## config.mk

```make
export PLATFORM = sky130hd
export DESIGN_NAME = seq_chunk_adder
export DESIGN_NICKNAME = d
export VERILOG_FILES = /design/src/rtl/seq_chunk_adder.sv
export SDC_FILE = /design/constraint.sdc
export NUM_CORES = 1
export LEC_CHECK = 0
export CORE_ASPECT_RATIO = 1.4
export CORE_MARGIN = 2
export CORE_UTILIZATION = 54
export CTS_BUF_LIST = sky130_fd_sc_hd__clkbuf_8
export CTS_CLUSTER_SIZE = 20
export DETAILED_ROUTE_END_ITERATION = 8
export PLACE_DENSITY = 0.87
export SYNTH_ARGS = -nofsm -noshare
export SYNTH_HDL_FRONTEND = slang
export SYNTH_SLANG_ARGS = --single-unit
```

## constraint.sdc

```tcl
create_clock -name clk -period 2.3 [get_ports clk]
set_input_delay 0.345 -clock clk [delete_from_list [all_inputs] [get_ports clk]]
set_output_delay 0.345 -clock clk [all_outputs]
set_load 0.05 [all_outputs]
```

## src/rtl/seq_chunk_adder.sv

```systemverilog
`default_nettype none
// ============================================================================
// Module   : seq_chunk_adder
// Brief    : Multi-cycle adder/subtractor that adds CHUNK bits per clock,
//            LSB slice first, with a registered carry between slices and a
//            valid/ready handshake on both sides.
//            Optional feature macro: ADDER_OVF_EN (adds signed-overflow port
//            ovf; absent by default).
// Revision : 1.0 - initial release
// ============================================================================
module seq_chunk_adder #(
  parameter int WIDTH = 16,
  parameter int CHUNK = 4   // WIDTH must be a multiple of CHUNK, CHUNK >= 1
) (
  input  logic             clk,
  input  logic             rst_n,
  input  logic             in_valid,
  output logic             in_ready,
  input  logic [WIDTH-1:0] a,
  input  logic [WIDTH-1:0] b,
  input  logic             cin,
  input  logic             sub,
  output logic             out_valid,
  input  logic             out_ready,
  output logic [WIDTH-1:0] sum,
  output logic             cout,
  output logic             busy
`ifdef ADDER_OVF_EN
  ,
  output logic             ovf
`endif
);

  localparam int NCH  = WIDTH / CHUNK;
  localparam int IDXW = (NCH > 1) ? $clog2(NCH) : 1;
  localparam logic [IDXW-1:0] LAST_IDX = IDXW'(NCH - 1);

  typedef enum logic [1:0] {
    IDLE = 2'd0,
    CALC = 2'd1,
    DONE = 2'd2
  } state_t;

  state_t           state_q, state_d;
  logic [WIDTH-1:0] a_q, a_d;       // operand A, shifted right one slice per cycle
  logic [WIDTH-1:0] b_q, b_d;       // operand B (already inverted for subtract)
  logic [WIDTH-1:0] part_q, part_d; // partial result, filled from the top down
  logic [WIDTH-1:0] sum_q, sum_d;
  logic             carry_q, carry_d;
  logic             cout_q, cout_d;
  logic [IDXW-1:0]  idx_q, idx_d;

  logic [CHUNK-1:0] a_slice;
  logic [CHUNK-1:0] b_slice;
  logic [CHUNK:0]   slice_res;
  logic [WIDTH-1:0] part_next;

`ifdef ADDER_OVF_EN
  logic             ovf_q, ovf_d;
  logic             msb_carry_in;
`endif

  // Slice datapath: the current slice always sits in the low bits of the
  // operand registers, and finished slices enter the partial result at the top
  // so that after NCH shifts every slice has landed in its final position.
  always_comb begin
    a_slice   = a_q[CHUNK-1:0];
    b_slice   = b_q[CHUNK-1:0];
    slice_res = {1'b0, a_slice} + {1'b0, b_slice} + {{CHUNK{1'b0}}, carry_q};
    part_next = (part_q >> CHUNK) | (WIDTH'(slice_res[CHUNK-1:0]) << (WIDTH - CHUNK));
`ifdef ADDER_OVF_EN
    // On the last slice the top bit of the slice is the word MSB; the carry
    // into it is recovered from the sum bit and the two operand bits.
    msb_carry_in = a_slice[CHUNK-1] ^ b_slice[CHUNK-1] ^ slice_res[CHUNK-1];
`endif
  end

  // Next-state and register-update logic for the IDLE -> CALC -> DONE sequence.
  always_comb begin
    state_d = state_q;
    a_d     = a_q;
    b_d     = b_q;
    part_d  = part_q;
    sum_d   = sum_q;
    carry_d = carry_q;
    cout_d  = cout_q;
    idx_d   = idx_q;
`ifdef ADDER_OVF_EN
    ovf_d   = ovf_q;
`endif
    case (state_q)
      IDLE: begin
        if (in_valid && in_ready) begin
          a_d     = a;
          // Subtract is a + ~b + 1; the +1 rides in as the initial carry.
          b_d     = sub ? ~b : b;
          carry_d = sub ? 1'b1 : cin;
          part_d  = '0;
          idx_d   = '0;
          state_d = CALC;
        end
      end
      CALC: begin
        a_d     = a_q >> CHUNK;
        b_d     = b_q >> CHUNK;
        part_d  = part_next;
        carry_d = slice_res[CHUNK];
        idx_d   = idx_q + 1'b1;
        if (idx_q == LAST_IDX) begin
          // Result registers only change here, so they stay put in DONE and IDLE.
          sum_d   = part_next;
          cout_d  = slice_res[CHUNK];
`ifdef ADDER_OVF_EN
          ovf_d   = msb_carry_in ^ slice_res[CHUNK];
`endif
          idx_d   = '0;
          state_d = DONE;
        end
      end
      DONE: begin
        if (out_ready) begin
          state_d = IDLE;
        end
      end
      default: begin
        state_d = IDLE;
      end
    endcase
  end

  // State and datapath registers with synchronous active-low reset.
  always_ff @(posedge clk) begin
    if (!rst_n) begin
      state_q <= IDLE;
      a_q     <= '0;
      b_q     <= '0;
      part_q  <= '0;
      sum_q   <= '0;
      carry_q <= 1'b0;
      cout_q  <= 1'b0;
      idx_q   <= '0;
`ifdef ADDER_OVF_EN
      ovf_q   <= 1'b0;
`endif
    end else begin
      state_q <= state_d;
      a_q     <= a_d;
      b_q     <= b_d;
      part_q  <= part_d;
      sum_q   <= sum_d;
      carry_q <= carry_d;
      cout_q  <= cout_d;
      idx_q   <= idx_d;
`ifdef ADDER_OVF_EN
      ovf_q   <= ovf_d;
`endif
    end
  end

  // Handshake and status outputs decoded from the state register.
  always_comb begin
    in_ready  = (state_q == IDLE) && rst_n;
    out_valid = (state_q == DONE);
    busy      = (state_q != IDLE);
    sum       = sum_q;
    cout      = cout_q;
`ifdef ADDER_OVF_EN
    ovf       = ovf_q;
`endif
  end

endmodule
`default_nettype wire

```

==> flow_summary.toml, run 1 <==
[logic_synthesis]
synth-edff-count = 0
synthCells = 317
synth_nets = 361
async_flop_share_pct = 0
synth_ff_type = "dfxtp_1"
yosysSeqAreaShare_pct = 43.95
synth.avg_cell_area_um2 = 9.485
synth.top_cell.area_share_pct = 43.95
yosysTopAreaCell = "dfxtp_1"
synth_cell_types = 42
yosysWarnings = 0
yosys-top-cells-area = "dfxtp_1 (44%), nand2_1 (6.1%), mux2_4 (6.0%)"
ys_seq_elements = 66
syn_area_um2 = 3007

[die]
rows = 32
die-height_um = 92.29
die_w_um = 67.07
start_util_pct = 55.22
core-area_um2 = 5445
die-area_um2 = 6189
num_io_pins = 58

[global_route]
grt_use_total_pct = 23.34
grt_pass1_wl_mm = 10.92
grt_max_degree = 33
grt_overflow_total = 0
antenna_found_initial = 0
grt_pass1_vias = 2416

[placed_design]
dp_slack_ns = 0.3502
dpl.hpwl_mm = 4.642
numPortBuffers = 57
place_area_um2 = 3612
gp_congestion = 0.7955

[clock_tree]
cts_hold_buffers = 0
clockBufferDepth = 2
cts-resized-gates = 0
cts_made_buffers = 9
clk_latency_ns = 0.35
path_clk_slew_ns = 0.07
cts_sinks = 66
post-cts-setup-buffers = 0
cts.htree.levels = 3
cts_root_buffer = "clkbuf_8"
cts_tree = "done"

[detailed_routing]
first_iter_violations = 159
vias = 2500
totalWireLength_mm = 6.454
drc = 0
ant_nets = 0
drt-vias-per-instance = 5.708
routedWlPerCell_um = 14.74
first_pass_iters = 5

[sta]
period_needed_ns = 1.982
relSlewSlack_pct = 45.02
setup_slack_ns = 0.3177
fin_skew_ns = 0.008292
period_share_pct = 86.19
max_slew.worst_pin.slew_ns = 0.8229
slew_violations = 0
rsz0062_at_grt = "false"
hold_viol = 0
max_clock_freq_mhz = 504.5
tns_ns = 0
setup_violations = 0

[run_status]
run_status = "complete, no violations"

[finish]
diodes = 0
final_cell_area_um2 = 3805
drive_gt1_share_pct = 12.43
area_growth_pct = 26.55
nets = 410

[pwr]
cellPowerDensity_nw_per_um2 = 673.7
static-leakage-power_nw = 1.422
ir_drop_v = 0.0004034

[worst_setup_path]
cp_data_arrival_time_ns = 1.64
worstSetupPathType = "flip-flop to output port"
critPathLaunchType = "flip-flop"
required_ns = 1.96
crit_path_end_kind = "output port"
critPathMaxFanout = 11

[worst_hold_path]
holdCritPathClass = "flip-flop to flip-flop"

[flow_run]
drv_cap = 0
==> registers in the layout, summed over array words and instances (netlist names) <==
signal and cells:
a_q 16, b_q 16, sum 16, part_q 12
idx_q 2, state_q 2, carry_q 1, cout 1
==> layout by cell type (no fill, tap or decap), drive strengths merged, types with 12 or more instances in the layout <==
cell | synthesis | layout
nand3 | 12 | 12
o21bai | 13 | 13
clkdlybuf4s50 | 0 | 54
xnor2 | 17 | 17
nand2 | 49 | 49
o311a | 12 | 12
buf | 21 | 13
a21oi | 33 | 33
a22oi | 12 | 12
o22ai | 12 | 12
dfxtp | 66 | 66
mux2 | 12 | 12
==> cell type report <==
type                       instances  area, um2
fill                             429       1640
multi-input combinational        220       1510
sequential                        66       1321
timing repair buffer              67      688.2
clock buffer                      10      137.6
tap                               68      85.08
clock inverter                     5      55.05
inverter                           2      7.507
==> worst max-delay path, stage by stage, from the launching register on <==
cell	delay, ns
dfxtp_1	0.45
or2_2	0.41
nor2_1	0.25
buf_12	0.18
==> synth_stat cells (all sizes together) (5+ instances only) <==
cell,count
mux2,12
nand2,49
nand3,12
o22ai,12
o311a,12
a21oi,33
clkbuf,8
a211oi,5
a22oi,12
xnor2,17
dfxtp,66
buf,21
o21bai,13
nor2,9
==> where the power goes <==
part | internal (W) | switching (W)
Combinational | 0.000205 | 0.000176
Sequential | 0.00120 | 0.0000414
Clock | 0.000519 | 0.000425
Total | 0.00192 | 0.000642
==> per-layer routing <==
| metal | wire (um) | GRT usage (%) | share of wire, % | vias to the layer above |
|---|---|---|---|---|
| met5 | 0 | 0 | 0 | - |
| met2 | 3509 | 40.68 | 54 | 80 |
| met3 | 289 | 4.860 | 4.5 | 17 |
| met4 | 210 | 12.93 | 3.3 | 0 |
| met1 | 2444 | 25.49 | 38 | 1173 |
| li1 | - | - | - | 1230 |
==> per-stage QoR <==
stage | total power, W | hold WS, ns | utilization (%) | std cells
after floorplan | 0.001509 | 0.4322 | - | 317
after global placement | 0.001625 | 0.4413 | 66.34 | 423
after detailed placement | 0.001642 | 0.4470 | 66.34 | 423
after CTS | 0.002573 | 0.4556 | 69.88 | 438
after global routing | 0.002660 | 0.4805 | 69.88 | 438
final | 0.002564 | 0.4547 | 69.88 | 438
==> kinds of logic after synthesis <==
| family | Yosys count | synth area share (%) |
|---|---|---|
| AO/OA/AOI/OAI | 101 | 23.18 |
| multiplexers | 13 | 6.325 |
| buffers and inverters | 31 | 5.825 |
| XOR/XNOR | 17 | 4.952 |
| adder cells (fa/ha/maj) | 6 | 2.996 |
| flip-flops | 66 | 43.95 |
| AND/OR/NAND/NOR | 83 | 12.78 |
==> path summary, 6_finish.rpt <==
kind	from	to	slack, ns	cells past startpoint
worst min register to register	sum[5]	sum[5]	0.45	2
worst min-delay path	sum[5]	sum[5]	0.45	2
worst max register to register	a_q[0]	part_q[14]	0.40	5
worst max-delay path	state_q[0]	in_ready	0.32	3
No activity file was read; power rests on OpenSTA's default activity.
==> run 2, diff against run 1 <==
--- a/config.mk
+++ b/config.mk
@@ -12,6 +12,7 @@
 export CTS_CLUSTER_SIZE = 20
 export DETAILED_ROUTE_END_ITERATION = 8
 export PLACE_DENSITY = 0.87
+export SETUP_SLACK_MARGIN = 0.15
 export SYNTH_ARGS = -nofsm -noshare
 export SYNTH_HDL_FRONTEND = slang
 export SYNTH_SLANG_ARGS = --single-unit
==> results of run 2 <==
Same layout as run 1: the final DEF is identical, and so are final timing and power.
==> run 3, diff against run 2 <==
--- a/config.mk
+++ b/config.mk
@@ -7,11 +7,11 @@
 export LEC_CHECK = 0
 export CORE_ASPECT_RATIO = 1.4
 export CORE_MARGIN = 2
-export CORE_UTILIZATION = 54
+export CORE_UTILIZATION = 32
 export CTS_BUF_LIST = sky130_fd_sc_hd__clkbuf_8
 export CTS_CLUSTER_SIZE = 20
 export DETAILED_ROUTE_END_ITERATION = 8
-export PLACE_DENSITY = 0.87
+export PLACE_DENSITY = 0.58
 export SETUP_SLACK_MARGIN = 0.15
 export SYNTH_ARGS = -nofsm -noshare
 export SYNTH_HDL_FRONTEND = slang
==> flow_summary.toml, run 3 (synthesis results as in run 1) <==
[worst_setup_path]
required_ns = 1.96
critPathSlowestCell = "dfxtp_1"
critical-path-top-delay-family = "simple AND/OR/NAND/NOR gates"
r2r_start = "a_q[0]"
crit_start = "state_q[0]"
crit_chain = "or2_2 -> nor2_1 -> buf_12"
rrSetupSlack_ns = 0.50
worstSetupPathType = "flip-flop to output port"
critPathMaxFanout = 11
cpPeakStageDelay_ns = 0.46
crit_buf_inv = 1
reg2regPathDepth = 5
crit_path_end_kind = "output port"
critPathLaunchType = "flip-flop"
cp_data_arrival_time_ns = 1.55
reg2reg_to = "part_q[14]"

[finish]
layout_common_cells = "dfxtp_1 (66), clkdlybuf4s50_1 (54), nand2_1 (49)"
final_common_cell = "dfxtp_1"
drive_gt1_share_pct = 12.90
area_growth_pct = 28.46
instances_no_fill = 479
nets = 411
diodes = 0
fillers = 913

[clock_tree]
clk_latency_ns = 0.35
cts_made_buffers = 9
cts.htree.levels = 3
cts-resized-gates = 0
cts_sinks = 66
cts_hold_buffers = 0
clockBufferDepth = 2
cts_root_buffer = "clkbuf_8"
path_clk_slew_ns = 0.08
post-cts-setup-buffers = 0
cts_tree = "done"

[worst_hold_path]
holdCritPathClass = "flip-flop to flip-flop"
holdPathEnd = "sum[2]"
min_from = "part_q[6]"
holdPathStages = 2

[die]
num_io_pins = 58
die-area_um2 = 10200
core-area_um2 = 9080
die_w_um = 85.92
rows = 41
die-height_um = 118.7
start_util_pct = 33.11

[detailed_routing]
drt-vias-per-instance = 5.035
routedWlPerCell_um = 14.06
ant_nets = 0
totalWireLength_mm = 6.735
first_iter_violations = 91
first_pass_iters = 4
drc = 0
vias = 2412

[global_route]
grt_pass1_wl_mm = 11.21
grt_overflow_total = 0
grt_pass1_vias = 2411
grt_use_total_pct = 13.90
antenna_found_initial = 0
grt_max_degree = 45

[sta]
max_slew.worst_pin.slew_ns = 0.8325
period_share_pct = 82.59
slew_violations = 0
hold_viol = 0
tns_ns = 0
fin_skew_ns = 0.009892
relSlewSlack_pct = 44.39
setup_violations = 0
period_needed_ns = 1.900
max_clock_freq_mhz = 526.4
rsz0062_at_grt = "false"

[pwr]
switching_power_w = 0.0006718
p_seq_share_pct = 48.1
cellPowerDensity_nw_per_um2 = 666.2
combPwrFrac_pct = 14.7
ir_drop_v = 0.0003014
p_int_w = 0.001901
switching_share_pct = 26.11
clkPwrFrac_pct = 37.2
static-leakage-power_nw = 1.432

[run_status]
run_status = "complete, no violations"

[placed_design]
placed_cells = 463
gp_congestion = 0.7714
numPortBuffers = 57
dpl.hpwl_mm = 4.713

[flow_run]
drv_cap = 0
run 3: per-layer routing:
metal  global-route usage [%]  wire length (um)  part of all wire (%)
met1                    16.33              3046                    45
met3                    2.863               218                   3.2
met2                    23.16              3299                    49
met4                    7.639               170                   2.5
met5                        0                 0                     0
run 3: power groups by stage:
stage | Clock [W] | Sequential (W) | Combinational (W)
floorplan | 0 | 0.00125 | 0.000261
detailed placement | 0 | 0.00126 | 0.000382
global placement | 0 | 0.00126 | 0.000376
global route | 0.00103 | 0.00124 | 0.000416
CTS | 0.000978 | 0.00124 | 0.000383
finish | 0.000957 | 0.00124 | 0.000379
run 3: tightest hold or removal path: cells and delay by family, from the launching register on:
| kind | cells | cell delay, ns |
|---|---|---|
| DFF | 1 | 0.31 |
| AOI/OAI and AO/OA | 1 | 0.05 |
| and+or+nand+nor | 1 | 0.05 |
run 3: worst max path at each step:
stage                     endpoint  cells after the start
after floorplan           in_ready                      4
after global placement      b_q[6]                      4
after detailed placement    b_q[8]                      4
after CTS                 in_ready                      3
after global routing      in_ready                      3
final                     in_ready                      3
run 3: cell type report:
class | count | area, um2 | area share (%)
multi-input combinational | 220 | 1510 | 39.10
clock buffer | 9 | 123.9 | 3.207
sequential | 66 | 1321 | 34.21
clock inverter | 7 | 70.07 | 1.814
inverter | 2 | 7.507 | 0.1944
tap | 107 | 133.9 | 3.466
timing repair buffer | 68 | 695.7 | 18.01
run 3: through the flow:
step | setup WS, ns | power [W] | hold WS (ns) | util [%] | area (um2)
6_report | 0.4003 | 0.002573 | 0.4545 | 42.54 | 3862
5_1_grt | 0.3075 | 0.002692 | 0.4762 | 42.54 | 3862
4_1_cts | 0.3689 | 0.002600 | 0.4592 | 42.54 | 3862
3_5_place_dp | 0.3099 | 0.001647 | 0.4480 | 40.40 | 3669
3_3_place_gp | 0.3741 | 0.001639 | 0.4424 | 40.40 | 3669
2_1_floorplan | 0.2478 | 0.001509 | 0.4322 | - | 3007
